[config.mk]
export PLATFORM = sky130hd
export DESIGN_NAME = regfile_dump_reader
export DESIGN_NICKNAME = d
export VERILOG_FILES = /design/src/rtl/regfile_dump_reader_pkg.sv /design/src/rtl/regfile_dump_reader_word_serializer.sv /design/src/rtl/regfile_dump_reader.sv
export SDC_FILE = /design/constraint.sdc
export NUM_CORES = 1
export LEC_CHECK = 0
export ABC_AREA = 1
export CAP_MARGIN = 30
export CORE_MARGIN = 4
export CORE_UTILIZATION = 53
export CTS_CLUSTER_SIZE = 8
export DETAILED_ROUTE_END_ITERATION = 6
export GPL_TIMING_DRIVEN = 1
export MAX_ROUTING_LAYER = met4
export PLACE_DENSITY = 0.85
export SYNTH_ARGS = -nofsm -noshare
export SYNTH_HDL_FRONTEND = slang
export SYNTH_SLANG_ARGS = --single-unit
[constraint.sdc]
create_clock -name i_clk -period 2.9 [get_ports i_clk]
set_input_delay 0.29 -clock i_clk [delete_from_list [all_inputs] [get_ports i_clk]]
set_output_delay 0.29 -clock i_clk [all_outputs]
set_load 0.05 [all_outputs]
[src/rtl/regfile_dump_reader_pkg.sv]
// Shared definitions for the register-file dump reader: FSM encodings and byte sizing.
package regfile_dump_reader_pkg;

  localparam int NB_BYTE_DEF    = 8;
  localparam int LEN_DEF        = 32;
  localparam int BYTES_PER_WORD = LEN_DEF / NB_BYTE_DEF;

  typedef enum logic [2:0] {
    ST_IDLE = 3'd0,
    ST_ADDR = 3'd1,
    ST_WAIT = 3'd2,
    ST_CAPT = 3'd3,
    ST_SEND = 3'd4,
    ST_TXW  = 3'd5,
    ST_NEXT = 3'd6,
    ST_DONE = 3'd7
  } state_t;

endpackage

[src/rtl/regfile_dump_reader_word_serializer.sv]
// Holds one captured register word and hands it out MSB byte first.
module word_serializer #(
  parameter int LEN     = 32,
  parameter int NB_BYTE = 8
) (
  input  logic               i_clk,
  input  logic               i_rst,
  input  logic               i_load,
  input  logic [LEN-1:0]     i_word,
  input  logic               i_shift,
  output logic [NB_BYTE-1:0] o_byte,
  output logic               o_last
);

  localparam int BPW    = LEN / NB_BYTE;
  localparam int NB_CNT = (BPW > 1) ? $clog2(BPW) : 1;

  logic [LEN-1:0]    capt_q;
  logic [NB_CNT-1:0] cnt_q;

  always_ff @(posedge i_clk) begin
    if (!i_rst) begin
      capt_q <= '0;
      cnt_q  <= '0;
    end else if (i_load) begin
      capt_q <= i_word;
      cnt_q  <= '0;
    end else if (i_shift) begin
      capt_q <= capt_q << NB_BYTE;
      cnt_q  <= cnt_q + 1'b1;
    end
  end

  assign o_byte = capt_q[LEN-1 -: NB_BYTE];
  assign o_last = (cnt_q == NB_CNT'(BPW - 1));

endmodule

[src/rtl/regfile_dump_reader.sv]
// Walks every register through the read port and streams each word to the debug UART TX.
//
// state | meaning
// IDLE  | waiting for i_start
// ADDR  | present the address counter to the register file
// WAIT  | register file read latency
// CAPT  | capture read data into the serializer
// SEND  | one-cycle o_tx_start with the current byte
// TXW   | wait for i_tx_done, then shift to the next byte
// NEXT  | advance the address or finish
// DONE  | one-cycle o_done, return to IDLE
module regfile_dump_reader
  import regfile_dump_reader_pkg::*;
#(
  parameter int LEN     = LEN_DEF,
  parameter int NB_REG  = 32,
  parameter int NB_ADDR = 5,
  parameter int NB_BYTE = NB_BYTE_DEF
) (
  input  logic               i_clk,
  input  logic               i_rst,
  input  logic               i_start,
  output logic [NB_ADDR-1:0] o_read_addr,
  input  logic [LEN-1:0]     i_read_data,
  output logic [NB_BYTE-1:0] o_tx_data,
  output logic               o_tx_start,
  input  logic               i_tx_done,
  output logic               o_busy,
  output logic               o_done
);

  state_t             state_q, state_d;
  logic [NB_ADDR-1:0] addr_q, addr_d;
  logic               ser_load, ser_shift, ser_last;

  always_ff @(posedge i_clk) begin
    if (!i_rst) begin
      state_q <= ST_IDLE;
      addr_q  <= '0;
    end else begin
      state_q <= state_d;
      addr_q  <= addr_d;
    end
  end

  always_comb begin
    state_d   = state_q;
    addr_d    = addr_q;
    ser_load  = 1'b0;
    ser_shift = 1'b0;
    case (state_q)
      ST_IDLE: begin
        if (i_start) begin
          state_d = ST_ADDR;
          addr_d  = '0;
        end
      end
      ST_ADDR: state_d = ST_WAIT;
      ST_WAIT: state_d = ST_CAPT;
      ST_CAPT: begin
        ser_load = 1'b1;
        state_d  = ST_SEND;
      end
      ST_SEND: state_d = ST_TXW;
      ST_TXW: begin
        // Only this state consumes i_tx_done, so at most one byte is in flight.
        if (i_tx_done) begin
          ser_shift = 1'b1;
          state_d   = ser_last ? ST_NEXT : ST_SEND;
        end
      end
      ST_NEXT: begin
        if (addr_q == NB_ADDR'(NB_REG - 1)) begin
          state_d = ST_DONE;
        end else begin
          addr_d  = addr_q + 1'b1;
          state_d = ST_ADDR;
        end
      end
      ST_DONE: state_d = ST_IDLE;
      default: state_d = ST_IDLE;
    endcase
  end

  word_serializer #(
    .LEN     (LEN),
    .NB_BYTE (NB_BYTE)
  ) u_word_serializer (
    .i_clk   (i_clk),
    .i_rst   (i_rst),
    .i_load  (ser_load),
    .i_word  (i_read_data),
    .i_shift (ser_shift),
    .o_byte  (o_tx_data),
    .o_last  (ser_last)
  );

  // The address counter only moves in IDLE and NEXT, so it holds steady through ADDR..CAPT.
  assign o_read_addr = addr_q;
  assign o_tx_start  = (state_q == ST_SEND);
  assign o_busy      = (state_q != ST_IDLE);
  assign o_done      = (state_q == ST_DONE);

endmodule
==> results.cfg, run 1 <==
[die]
io_pins = 52
fp.dieArea_mm2 = 0.005162
fp-row-count = 22
initial_core_util_pct = 56.88
fp.dieW_um = 71.85
dieHeight_um = 71.85
core_region_area_mm2 = 0.003799

[sta]
final.period_utilization_pct = 75.00
finalSetupViolCount = 0
rsz0062_at_grt = no
worst_clock_skew_ps = 3.703
relSlewSlack_pct = 62.88
hold_viol_final = 0
timing.setup.tns_ps = 0
worst_slew_pin_slew_ps = 555.9
drv_slew = 0
min_period_ps = 2175
clock.fmax_mhz = 459.7

[drt]
first_pass_iters = 5
drcViolationCount = 0
ant_nets = 0
dr_total_vias = 2056
avgRoutedWirePerCell_um = 12.04
wl_mm = 4.802
detail_route.vias_per_cell = 5.153
drt_iter0_drc = 191

[cells_and_area]
final_nets = 389
final_common_cell = nand2_1
layout_common_cells = nand2_1, clkdlybuf4s50_1, a21oi_1, dfxtp_1, nand3_1
drive_above_1_share_pct = 4.274
num_antenna_cells = 0
area.growth.synth_to_final_pct = 25.13
n_fill_cell = 331

[yosys]
syn_area_mm2 = 0.002161
synth_simple_gate_area_share_pct = 27.04
yosysWarningCount = 0
postSynthAreaPerCell_um2 = 6.904
synth_nets = 352
synth.area.mux_share_pct = 0
yosys-top-cells-area = dfxtp_1, a21oi_1, nand2_1, nand3_1, a21boi_1
synth-compound-area-share_pct = 18.07
synth_cell_types = 19
yosysTopAreaCellShare_pct = 38.91
yosysSeqAreaShare_pct = 38.91
synth_fa_ha_area_share_pct = 1.737
ys_ff_latch = 42
synth_xor_area_share_pct = 0
syn_inst = 313
yosys.area.top_type = dfxtp_1
synth_top_family_by_area = simple AND/OR/NAND/NOR gates

[min_path]
hold_path_class = flop to flop

[critical_path]
cp-start-kind = flop
worst_ep_arrival_time_ps = 1890
cp.required_ps = 2610
slowest_delay_ps = 810
cp_slowest_cell = clkdlybuf4s50_1
crit_type = flop to primary output
cp-end-kind = primary output
crit_fanout = 6
cp_cell_sequence = inv_1, nand2_1, clkdlybuf4s50_1
r2r_setup_slack_ps = 1040

[power_and_ir_drop]
clock_power_share_pct = 33.7
leakage_uw = 0.001002
power.density_mw_per_mm2 = 430.8
vdd_drop_max_uv = 292.9
power.switching_uw = 304.0
internal_power_uw = 860.7
swShare_pct = 26.10
power_frac_seq_pct = 51.5
fin_total_pwr_uw = 1165
comb_power_share_pct = 14.9

[run_status]
status = finished, final reports clean

[placement]
gp_congestion = 0.7467
dp_hpwl_mm = 3.127
portBuffers = 51

[grt]
antenna_found_initial = 0
gr-usage-all-layers_pct = 20.16
grt_max_degree = 40
gr-total-overflow = 0
first_global_vias = 2056
grt_pass1_wl_mm = 8.211

[clocking]
post_cts_buffers = 0
cts-root-buf = clkbuf_8
cts_buffers = 5
clk_pin_slew_ps = 80
cts_tree = built
htree_levels = 2
cts.sinks = 42
ctsHoldBuffers = 0
clkLatencyLatePin_ps = 300
ctsLongestPathBuffers = 2
cts_repair_resize_count = 0

[job]
maxCapViolCount = 0
path summary, 6_finish.rpt:
| path | end | cells after the start | start |
|---|---|---|---|
| worst min-delay path | u_word_serializer.capt_q[3] | 2 | u_word_serializer.capt_q[3] |
| worst max register to register | u_word_serializer.capt_q[12] | 7 | state_q[1] |
| worst min register to register | u_word_serializer.capt_q[3] | 2 | u_word_serializer.capt_q[3] |
| worst max-delay path | o_busy | 3 | state_q[2] |
area by class of cell:
type	instances	area (µm²)	area share (%)
multi-input cells	205	1017	37.62
flip-flops and latches	42	840.8	31.10
repair buffers	55	540.5	19.99
well taps	48	60.06	2.221
clock inverters	1	5.005	0.1851
inverters	41	153.9	5.692
clock buffers	7	86.33	3.193
power by group through the flow:
stage          clock, µW  sequential [µW]  combinational, µW
3_3_place_gp           0              612                170
2_1_floorplan          0              634               73.1
4_1_cts              404              599                174
3_5_place_dp           0              613                173
6_report             392              599                173
5_1_grt              431              601                191
cells by family (layout without fill, tap and decap cells):
| logic type | Yosys count | count (layout) |
|---|---|---|
| buffers and inverters | 66 | 104 |
| flip-flops | 42 | 42 |
| AND/OR/NAND/NOR | 136 | 136 |
| AO/OA/AOI/OAI | 66 | 66 |
| adder cells (fa/ha/maj) | 3 | 3 |
metal layers:
metal  part of all wire, %  GRT usage [%]  vias to the layer above
met4                   1.8          8.977                        0
met5                     0              -                        -
met2                    49          34.69                       52
li1                      -              -                     1065
met1                    43          21.51                      929
met3                   5.4          5.470                       10
per-stage QoR:
stage	hold slack [ps]	instances	area (µm²)	util (%)	worst slack [ps]
6_report	482.5	399	2704	71.18	724.9
5_1_grt	506.1	399	2704	71.18	643.9
4_1_cts	483.7	399	2704	71.18	747.4
3_5_place_dp	472.2	391	2613	68.77	957.9
3_3_place_gp	453.1	391	2613	68.77	969.8
2_1_floorplan	415.8	313	2161	-	1080
Yosys cell counts:
master,count
a21boi_0,3
a21boi_1,21
a21oi_1,42
buf_2,9
buf_4,13
clkbuf_1,3
clkinv_1,1
dfxtp_1,42
ha_1,3
inv_1,39
inv_2,1
nand2_1,54
nand3_1,40
nand3_2,1
nand4_1,2
nor2_1,36
nor2_2,1
nor2_4,1
or2_0,1
critical path, delay by kind of cell, from the launching register on:
family,cells,cell delay (ps)
flops,1,490
buf+inv,2,960
simple gates,1,130
registers in the layout (all words and copies together) (netlist names):
name / cells
u_word_serializer.cnt_q: 2
u_word_serializer.capt_q: 32
o_read_addr: 5
state_q: 3
(Power assumes the default switching activity.)
==> inputs of run 2 (changes only) <==
- CORE_UTILIZATION: 53 -> 44
- PLACE_DENSITY: 0.85 -> 0.75
- clock period: 2.9 -> 1.96 ns (I/O delays scaled with it)
==> results.cfg, run 2 (synthesis gave the netlist of run 1 again) <==
[sta]
finalSetupViolCount = 0
worst_slew_pin_slew_ps = 1028
rsz0062_at_grt = no
final.period_utilization_pct = 88.24
hold_viol_final = 0
relSlewSlack_pct = 31.37
min_period_ps = 1729
whs_ps = 460.0
worst_clock_skew_ps = 5.965
timing.setup.tns_ps = 0
clock.fmax_mhz = 578.2
drv_slew = 0

[die]
io_pins = 52
fp-row-count = 25
initial_core_util_pct = 45.45
core_region_area_mm2 = 0.004755
fp.dieW_um = 78.08
fp.dieArea_mm2 = 0.006096
dieHeight_um = 78.08

[power_and_ir_drop]
leakage_uw = 0.0009938
vdd_drop_max_uv = 415.1
power.density_mw_per_mm2 = 617.0

[drt]
avgRoutedWirePerCell_um = 11.29
first_pass_iters = 4
wl_mm = 4.695
dr_total_vias = 2024
detail_route.vias_per_cell = 4.865
drcViolationCount = 0
ant_nets = 0
drt_iter0_drc = 121

[clocking]
htree_levels = 2
cts_buffers = 5
ctsLongestPathBuffers = 2
clk_pin_slew_ps = 70
post_cts_buffers = 0
ctsHoldBuffers = 0
cts_repair_resize_count = 0
cts.sinks = 42
cts_tree = built
cts-root-buf = clkbuf_8
clkLatencyLatePin_ps = 290

[job]
maxCapViolCount = 0

[cells_and_area]
largest_register_ffs = 32
num_antenna_cells = 0
area.growth.synth_to_final_pct = 24.84
final_area_mm2 = 0.002698
layout_common_cells = nand2_1, clkdlybuf4s50_1, a21oi_1, dfxtp_1, nand3_1
stdcell_count = 416
final_nets = 388
drive_above_1_share_pct = 4.298
regMostFlops = u_word_serializer.capt_q
final_common_cell = nand2_1

[critical_path]
crit_fanout = 33
cp.required_ps = 2180
reg2reg_from = state_q[1]
worst_ep_arrival_time_ps = 1950
cp-start-kind = flop
crit_type = flop to flop
cp-startpoint = state_q[1]
cp-end-kind = flop

[min_path]
hold_path_class = primary input to flop
min_from = i_read_data[6]

[placement]
portBuffers = 51
placedCellCount = 409
dp_hpwl_mm = 3.121
placed_area_mm2 = 0.002621
gp_congestion = 0.7545

[grt]
met3_usage_pct = 3.899
gr-usage-all-layers_pct = 16.17
grt_busiest_layer = met2
antenna_found_initial = 0
gr-total-overflow = 0
grt_use_met2_pct = 27.40
grt_max_degree = 58
grt_pass1_wl_mm = 7.872
first_global_vias = 1872
grtUsageMet1_pct = 18.69

[run_status]
status = finished, final reports clean
-- run 2: changes by cell type in the layout (fill, tap and decap cells not counted) --
cell / before / now
clkdlybuf4s50_1: 51 / 48
clkinv_2: 1 / 0
buf_4: 4 / 6
clkbuf_1: 1 / 2
clkbuf_8: 6 / 5
-- run 2: path summary, 6_finish.rpt --
kind / endpoint / slack, ps / cells past startpoint
min: u_word_serializer.capt_q[6] / 460 / 3
min reg2reg: u_word_serializer.cnt_q[1] / 480 / 2
max: u_word_serializer.cnt_q[1] / 230 / 5
max reg2reg: u_word_serializer.cnt_q[1] / 230 / 5
-- run 2: where the power goes --
group	internal [µW]	switching [µW]
clock network	245	279
registers	872	14.4
logic	116	138
-- run 2: area by class of cell --
| class | count | area (µm²) |
|---|---|---|
| clock buffer | 7 | 76.32 |
| fill | 479 | 2057 |
| inverter | 41 | 153.9 |
| multi-input combinational | 205 | 1017 |
| sequential | 42 | 840.8 |
| tap | 67 | 83.83 |
| timing repair buffer | 54 | 525.5 |
-- run 2: through the flow --
stage | power, µW | utilization, % | worst slack [ps]
floorplan | 1046 | - | 139.6
global placement | 1159 | 55.13 | 315.1
detailed placement | 1162 | 55.13 | 218.8
CTS | 1682 | 56.74 | 207.5
global route | 1738 | 56.74 | 51.31
finish | 1664 | 56.74 | 230.5
-- run 2: per-layer routing --
layer,vias to the layer above,wire length (µm)
met2,52,2174
met3,6,254
met1,902,2199
li1,1064,-
met5,-,0
met4,0,65
-- run 2: worst max-delay path: stages (launching register included) --
cell and delay, ps:
dfxtp_1 340, nand2_1 160, nor2_4 50, inv_1 740
nand2_1 190, a21oi_1 170
